**src/rtl/cc_orientation_debouncer.sv**
```systemverilog
// Debounces CC1/CC2 attach/detach, locks plug orientation until detach and drives TX2 lane select.
// Outputs are registered or decoded from registered state only; no combinational path from cc1/cc2.
module cc_orientation_debouncer #(
    parameter int DEBOUNCE_CYCLES = 16,
    parameter int DETACH_CYCLES   = 8,
    parameter int CNT_W           = 8
) (
    input  logic clk,
    input  logic reset,
    input  logic enable,
    input  logic cc1,
    input  logic cc2,
    output logic attached,
    output logic orient,
    output logic attach_pulse,
    output logic detach_pulse,
    output logic fault,
    output logic tx2_m,
    output logic tx2_p
);

    typedef enum logic [4:0] {
        IDLE        = 5'b00001,
        DEBOUNCE    = 5'b00010,
        ATTACHED    = 5'b00100,
        DETACH_WAIT = 5'b01000,
        FAULT       = 5'b10000
    } state_t;

    localparam logic [CNT_W-1:0] DEB_LAST = CNT_W'(DEBOUNCE_CYCLES - 1);
    localparam logic [CNT_W-1:0] DET_LAST = CNT_W'(DETACH_CYCLES - 1);
    localparam logic [CNT_W-1:0] CNT_ONE  = CNT_W'(1);

    state_t           state_q, state_d;
    logic [CNT_W-1:0] cnt_q, cnt_d;
    logic             cand_q, cand_d;
    logic             orient_q, orient_d;
    logic             attach_pulse_q, attach_pulse_d;
    logic             detach_pulse_q, detach_pulse_d;

    logic cand_hi;
    logic other_hi;
    logic in_attached;

    assign cand_hi     = cand_q ? cc2 : cc1;
    assign other_hi    = cand_q ? cc1 : cc2;
    assign in_attached = (state_q == ATTACHED) || (state_q == DETACH_WAIT);

    always_ff @(posedge clk) begin
        if (reset) begin
            state_q        <= IDLE;
            cnt_q          <= '0;
            cand_q         <= 1'b0;
            orient_q       <= 1'b0;
            attach_pulse_q <= 1'b0;
            detach_pulse_q <= 1'b0;
        end else begin
            state_q        <= state_d;
            cnt_q          <= cnt_d;
            cand_q         <= cand_d;
            orient_q       <= orient_d;
            attach_pulse_q <= attach_pulse_d;
            detach_pulse_q <= detach_pulse_d;
        end
    end

    always_comb begin
        state_d        = state_q;
        cnt_d          = cnt_q;
        cand_d         = cand_q;
        orient_d       = orient_q;
        attach_pulse_d = 1'b0;
        detach_pulse_d = 1'b0;

        if (!enable) begin
            // Disabling a live link still reports the detach to the auth FSM.
            state_d        = IDLE;
            cnt_d          = '0;
            detach_pulse_d = in_attached;
        end else begin
            case (state_q)
                IDLE: begin
                    if (cc1 && cc2) begin
                        state_d = FAULT;
                    end else if (cc1) begin
                        state_d = DEBOUNCE;
                        cand_d  = 1'b0;
                        cnt_d   = CNT_ONE;
                    end else if (cc2) begin
                        state_d = DEBOUNCE;
                        cand_d  = 1'b1;
                        cnt_d   = CNT_ONE;
                    end
                end
                DEBOUNCE: begin
                    if (cc1 && cc2) begin
                        state_d = FAULT;
                        cnt_d   = '0;
                    end else if (!cand_hi || other_hi) begin
                        state_d = IDLE;
                        cnt_d   = '0;
                    end else if (cnt_q == DEB_LAST) begin
                        state_d        = ATTACHED;
                        orient_d       = cand_q;
                        attach_pulse_d = 1'b1;
                        cnt_d          = '0;
                    end else begin
                        cnt_d = cnt_q + CNT_ONE;
                    end
                end
                ATTACHED: begin
                    // The non-candidate line is ignored once orientation is locked.
                    if (!cand_hi) begin
                        state_d = DETACH_WAIT;
                        cnt_d   = CNT_ONE;
                    end
                end
                DETACH_WAIT: begin
                    if (cand_hi) begin
                        state_d = ATTACHED;
                        cnt_d   = '0;
                    end else if (cnt_q == DET_LAST) begin
                        state_d        = IDLE;
                        detach_pulse_d = 1'b1;
                        cnt_d          = '0;
                    end else begin
                        cnt_d = cnt_q + CNT_ONE;
                    end
                end
                FAULT: begin
                    if (!cc1 && !cc2) begin
                        state_d = IDLE;
                    end
                end
                default: begin
                    state_d = IDLE;
                    cnt_d   = '0;
                end
            endcase
        end
    end

    assign attached     = in_attached;
    assign orient       = orient_q;
    assign attach_pulse = attach_pulse_q;
    assign detach_pulse = detach_pulse_q;
    assign fault        = (state_q == FAULT);
    assign tx2_m        = in_attached & ~orient_q;
    assign tx2_p        = in_attached & orient_q;

endmodule

```
**config.mk**
```make
export PLATFORM = sky130hd
export DESIGN_NAME = cc_orientation_debouncer
export DESIGN_NICKNAME = d
export VERILOG_FILES = /design/src/rtl/cc_orientation_debouncer.sv
export SDC_FILE = /design/constraint.sdc
export NUM_CORES = 1
export LEC_CHECK = 0
export BUFFER_PORTS_ARGS = -buffer_cell sky130_fd_sc_hd__buf_2
export CORE_MARGIN = 5
export CORE_UTILIZATION = 60
export DETAILED_ROUTE_END_ITERATION = 16
export PLACE_DENSITY = 0.81
export SLEW_MARGIN = 25
export SYNTH_ARGS = -nofsm -noshare
export SYNTH_HDL_FRONTEND = slang
export SYNTH_SLANG_ARGS = --single-unit
```
**constraint.sdc**
```tcl
create_clock -name clk -period 4.5 [get_ports clk]
set_input_delay 0.225 -clock clk [delete_from_list [all_inputs] [get_ports clk]]
set_output_delay 0.225 -clock clk [all_outputs]
set_load 0.01 [all_outputs]
```
* Word level (Yosys, flattened, before mapping)
Index checks and enable logic that the tools add are counted.
Widths: inputs -> output; s select.
** Word-level totals
- Register bits after elaboration :: 17
- Input bits :: 5
- Output and inout port bits :: 7
- Logic and storage cells :: 73
** Operators by class
- Add/subtract/negate cells :: 1
- Equal/unequal tests :: 14
- Mux-type cells :: 30
- Bitwise gates (word level) :: 8
- Reductions and logical operators :: 14
** Operator list (count)
- $mux 8 :: 9
- $mux 5 :: 10
- $pmux 8 s5 :: 1
- $pmux 5 s5 :: 1
- $reduce_and 5->1 :: 2
- $mux 1 :: 9
- $add 8x1->8 const B :: 1
- $eq 8x3->1 const B :: 1
- $eq 8x4->1 const B :: 1
- $ne 4x4->1 const B :: 2
- $reduce_and 4->1 :: 2
- $not 1->1 :: 6
- $eq 5x1->1 const B :: 1
- $eq 5x2->1 const B :: 1
- $eq 5x3->1 const B :: 1
- $eq 5x4->1 const B :: 1
- $eq 5x5->1 const B :: 1
- $reduce_or 5->1 :: 1
- $ne 2x2->1 const B :: 2
- $logic_not 1->1 :: 3
- $ne 3x2->1 const B :: 1
- $ne 3x3->1 const B :: 1
- $and 1x1->1 :: 2
- $logic_and 1x1->1 :: 2
- 4 further kinds :: 5

* Logic depth before layout (Yosys ltp)
- Depth in word-level cells :: 6
- Gate-level depth with buffers :: 7
- Mapped depth without buffers :: 7

* Worst setup path before layout
Ideal clock, no wire load.
- Kind :: register to output
- Start :: register state_q[0]
- End :: output port tx2_m
- Arrival :: 1.400 ns
- Required time :: 4.275 ns
- Path slack :: 2.875 ns
- Stages on the path, launching flop included :: 5
- Buffers on the path :: 0
- Path through :: dfxtp_1 or3_4 nor3_1 nand2b_1 nor2b_1
** Between the ends
- Cells in the longest elaborated chain, start to end :: 3
- Elaborated cells between the ends (all ways) :: 4
- Classes of those cells :: 2 x eq/ne; 1 x bitwise; 1 x reduce/logical
** Ends and longest elaborated chain
- start, declared :: RTL line 34 : state_t state_q, state_d;
- start signal, assigned :: RTL line 58 : state_q <= state_d;
- $eq 5x3->1 or $eq 5x4->1 (tied branches) :: RTL line 47 : assign in_attached = (state_q == ATTACHED) || (state_q == DETACH_WAIT);
- $logic_or 1x1->1 (*) :: RTL line 47
- net attached :: RTL line 13 : output logic attached,
- $and 1x1->1 (*) :: RTL line 148 : assign tx2_m = in_attached & ~orient_q;
- end, declared :: RTL line 18 : output logic tx2_m,
Mark *: on every way through the listed nets, which the timed path passes. The rest lies on a longest branch.

* Final worst setup path
- Start :: register state_q[4]
- End :: output port tx2_m
** Between the ends
- Cells in the longest elaborated chain, start to end :: 3
- Elaborated cells between the ends (all ways) :: 4
- Classes of those cells :: 2 x eq/ne; 1 x bitwise; 1 x reduce/logical
** Ends and longest elaborated chain (RTL line)
- $eq 5x3->1 or $eq 5x4->1 (tied branches) :: 47
- $logic_or 1x1->1 (*) :: 47
- $and 1x1->1 (*) :: 148
Mark *: on every way between the ends. The rest lies on a longest branch, timed or not.

==> impl_metrics.csv <==
group,metric,value,unit
synthesis,async_flop_share,0,
global_routing,first_global_vias,862,
synthesis,yosys.area.top_type,"dfxtp_1",
floorplan,coreArea,1730,um2
global_routing,antenna_found_initial,0,
synthesis,syn_nets,138,
hold_path,hold_start,"reset",
synthesis,yosysUniqueCellTypes,43,
timing,fmax,473,MHz
clock_network,cts_tree,"built",
worst_setup_path,rrSetupSlack,2.56,ns
floorplan,die_w,52.6,um
floorplan,io_pins,12,
final_layout,drive_above_1_share,0.190,
status,status,"complete, no violations",
worst_setup_path,reg2reg_from,"state_q[0]",
timing,maxSlewViolCount,0,
clock_network,htreeDepth,1,
hold_path,hp-class,"in -> reg",
route,wl_per_cell,14.2,um
placed_design,port_buffers,11,
worst_setup_path,worst-setup-path-type,"reg -> out",
floorplan,start_util,0.632,
final_layout,nets,151,
timing,maxSlewHeadroom,0.341,
pwr,ir_drop,0.190,mV
worst_setup_path,path_buf_inv,1,
global_routing,grt_pass1_wl,3940,um
pwr,power_switching_share,0.268,
worst_setup_path,cp_data_required_time,4.28,ns
synthesis,avgSynthCellArea,8.39,um2
floorplan,row_count,15,
synthesis,netlist_area,1090,um2
synthesis,synth_top_area_share,0.312,
timing,tightest_slew,0.985,ns
pwr,cellLeakagePower,0.000498,uW
route,ant_nets,0,
worst_setup_path,cp_top_family,"simple AND/OR/NAND/NOR gates",
route,drt_wl_total,2370,um
placed_design,post-dp-hpwl,1810,um
synthesis,synth_edf_count,0,
worst_setup_path,worstSetupStartpointType,"flop",
worst_setup_path,critPathCaptureType,"output port",
synthesis,ys.flop_type,"dfxtp_1",
pwr,pwr-share-seq,0.569,
global_routing,grt_max_degree,19,
final_layout,fillCellCount,149,
clock_network,post-cts-setup-buffer-count,0,
worst_setup_path,cp_max_fo,6,
worst_setup_path,cp_slowest_cell,"nor3_1",
timing,final_hold_viol_count,0,
final_layout,antenna_cells,0,
clock_network,cts_root_buf,"clkbuf_4",
flow_run,drv_cap,0,
pwr,p_comb_frac,0.135,
pwr,switchingPower,73.9,uW
worst_setup_path,r2r_end,"cnt_q[3]",
timing,fin_ws,2.39,ns
timing,rsz0062_at_grt,"false",
route,drt-vias-per-instance,6.09,
clock_network,clock_latency,0.29,ns
clock_network,clock_sinks,17,
clock_network,path_clk_slew,0.10,ns
clock_network,clock_path_buffers,2,
worst_setup_path,arrival,1.89,ns
clock_network,post_cts_resized,0,
synthesis,yosysWarnings,0,
timing,tns,0,ns
hold_path,hold_depth,2,
route,drc,0,
pwr,power_frac_clock,0.296,
route,dr.pass1.iters,4,
route,vias,1017,
global_routing,grt_overflow_total,0,
route,drt_iter0_markers,29,
global_routing,track_usage,0.191,
worst_setup_path,crit_chain,"nor3_1, nand3b_1, nand2b_1, nor2b_1, buf_2",
timing,setup_viol_count_final,0,
timing,fin_worst_skew,0.00781,ns
clock_network,cts_buffers,3,
synthesis,ys_ff_latch,17,
synthesis,yosysSeqAreaShare,0.312,
timing,fin_crit_sh,0.470,
placed_design,place_ws,2.59,ns
synthesis,syn_inst,130,
synthesis,yosys-top-cells-area,"dfxtp_1, nand3_1, o41ai_2, nand2_1, and3_1",
timing,fin_crit,2.11,ns
hold_path,holdPathEnd,"detach_pulse",
clock_network,postCtsHoldBufs,0,
pwr,p_int,202,uW
floorplan,die_area,2770,um2
pwr,power_density,233,nW/um2
floorplan,die_h,52.6,um
worst_setup_path,reg2reg_depth,5,
worst_setup_path,max_stage_delay,0.50,ns
final_layout,syn2layout_area_growth,8.60,%
placed_design,gp_congestion,0.981,
[cells by family (layout without fill, tap and decap cells)]
family,Yosys count,in the layout,synth area share
adders and majority gates,3,3,0.0344
DFF,17,17,0.312
AOI/OAI and AO/OA,21,21,0.169
and+or+nand+nor,74,74,0.403
muxes,4,4,0.0378
buffers and inverters,11,23,0.0447
[worst register-to-register path, cell delays in order, from the launching register on]
cell and delay, ns:
dfxtp_1 0.37, or3_4 0.42, nor4_4 0.29, a21o_1 0.35, nand3_1 0.17, o41ai_2 0.24
[cell usage after synthesis, drive strengths merged (4+ instances only)]
| library cell | n |
|---|---|
| nor4 | 4 |
| nand2b | 4 |
| a21oi | 4 |
| nand3 | 12 |
| dfxtp | 17 |
| nand2 | 13 |
| nor3 | 4 |
| nand4 | 6 |
| inv | 8 |
| and3 | 6 |
| nor2 | 9 |
[how the worst max path moves through the flow]
stage	slack, ns	depth (start not counted)	end	from
detailed placement	2.59	5	cnt_q[3]	state_q[0]
global route	2.20	5	tx2_m	state_q[4]
CTS	2.40	5	tx2_m	state_q[4]
floorplan	2.87	4	tx2_m	state_q[0]
global placement	2.61	5	cnt_q[3]	state_q[0]
finish	2.39	5	tx2_m	state_q[4]
[routing by layer]
layer	up-vias	routed length, um	share of wire	global-route usage
met5	-	0	0	0
met4	0	22	0.0093	0.0638
met3	4	151	0.064	0.0513
met2	39	1120	0.47	0.291
met1	465	1070	0.45	0.256
li1	509	-	-	-
[cell type report]
type	count	area, um2	share of cell area
multi-input cells	102	702	0.592
flip-flops and latches	17	340	0.287
repair buffers	11	55.1	0.0465
well taps	25	31.3	0.0264
inverters	8	30.0	0.0253
clock buffers	4	26.3	0.0222
[placed cells by master (no fill, tap or decap), drive strengths merged]
master and instances:
nand3 12, a21oi 4, o41ai 3, buf 11, nand3b 1, and2 3, nand2 13, a41o 1
nor4 4, mux2 1, o211ai 2, and4b 1, dfxtp 17, or3 1, mux2i 3, inv 8
or2 3, a31o 1, nor3 4, nor2b 2, o2bb2ai 1, o21ai 2, and3 6, nand4 6
a311oi 1, ha 3, nor3b 2, a21o 1, a32oi 3, o31ai 1, nand4b 2, clkbuf 4
nor2 9, and3b 1, nand2b 4, o2111a 1
[power groups by stage]
stage / registers, uW / logic, uW / clock network [uW]
3_3_place_gp: 160 / 36.0 / 0
6_report: 157 / 37.2 / 81.7
5_1_grt: 158 / 41.2 / 90.0
4_1_cts: 157 / 37.1 / 83.1
3_5_place_dp: 161 / 36.7 / 0
2_1_floorplan: 159 / 27.8 / 0
[flip-flops by register name, summed over array words and instances (netlist names)]
signal and count:
cnt_q 8, state_q 5, attach_pulse 1, cand_q 1, detach_pulse 1, orient 1
[stage by stage]
step | util | total power, uW | cells | instance area [um2] | hold WS, ns
after floorplan | - | 187 | 130 | 1090 | 0.294
after CTS | 0.686 | 277 | 167 | 1180 | 0.138
after detailed placement | 0.671 | 197 | 163 | 1160 | 0.451
final | 0.686 | 276 | 167 | 1180 | 0.140
after global routing | 0.686 | 289 | 167 | 1180 | 0.146
after global placement | 0.671 | 196 | 163 | 1160 | 0.447
Power figures use the tool's default switching activity.
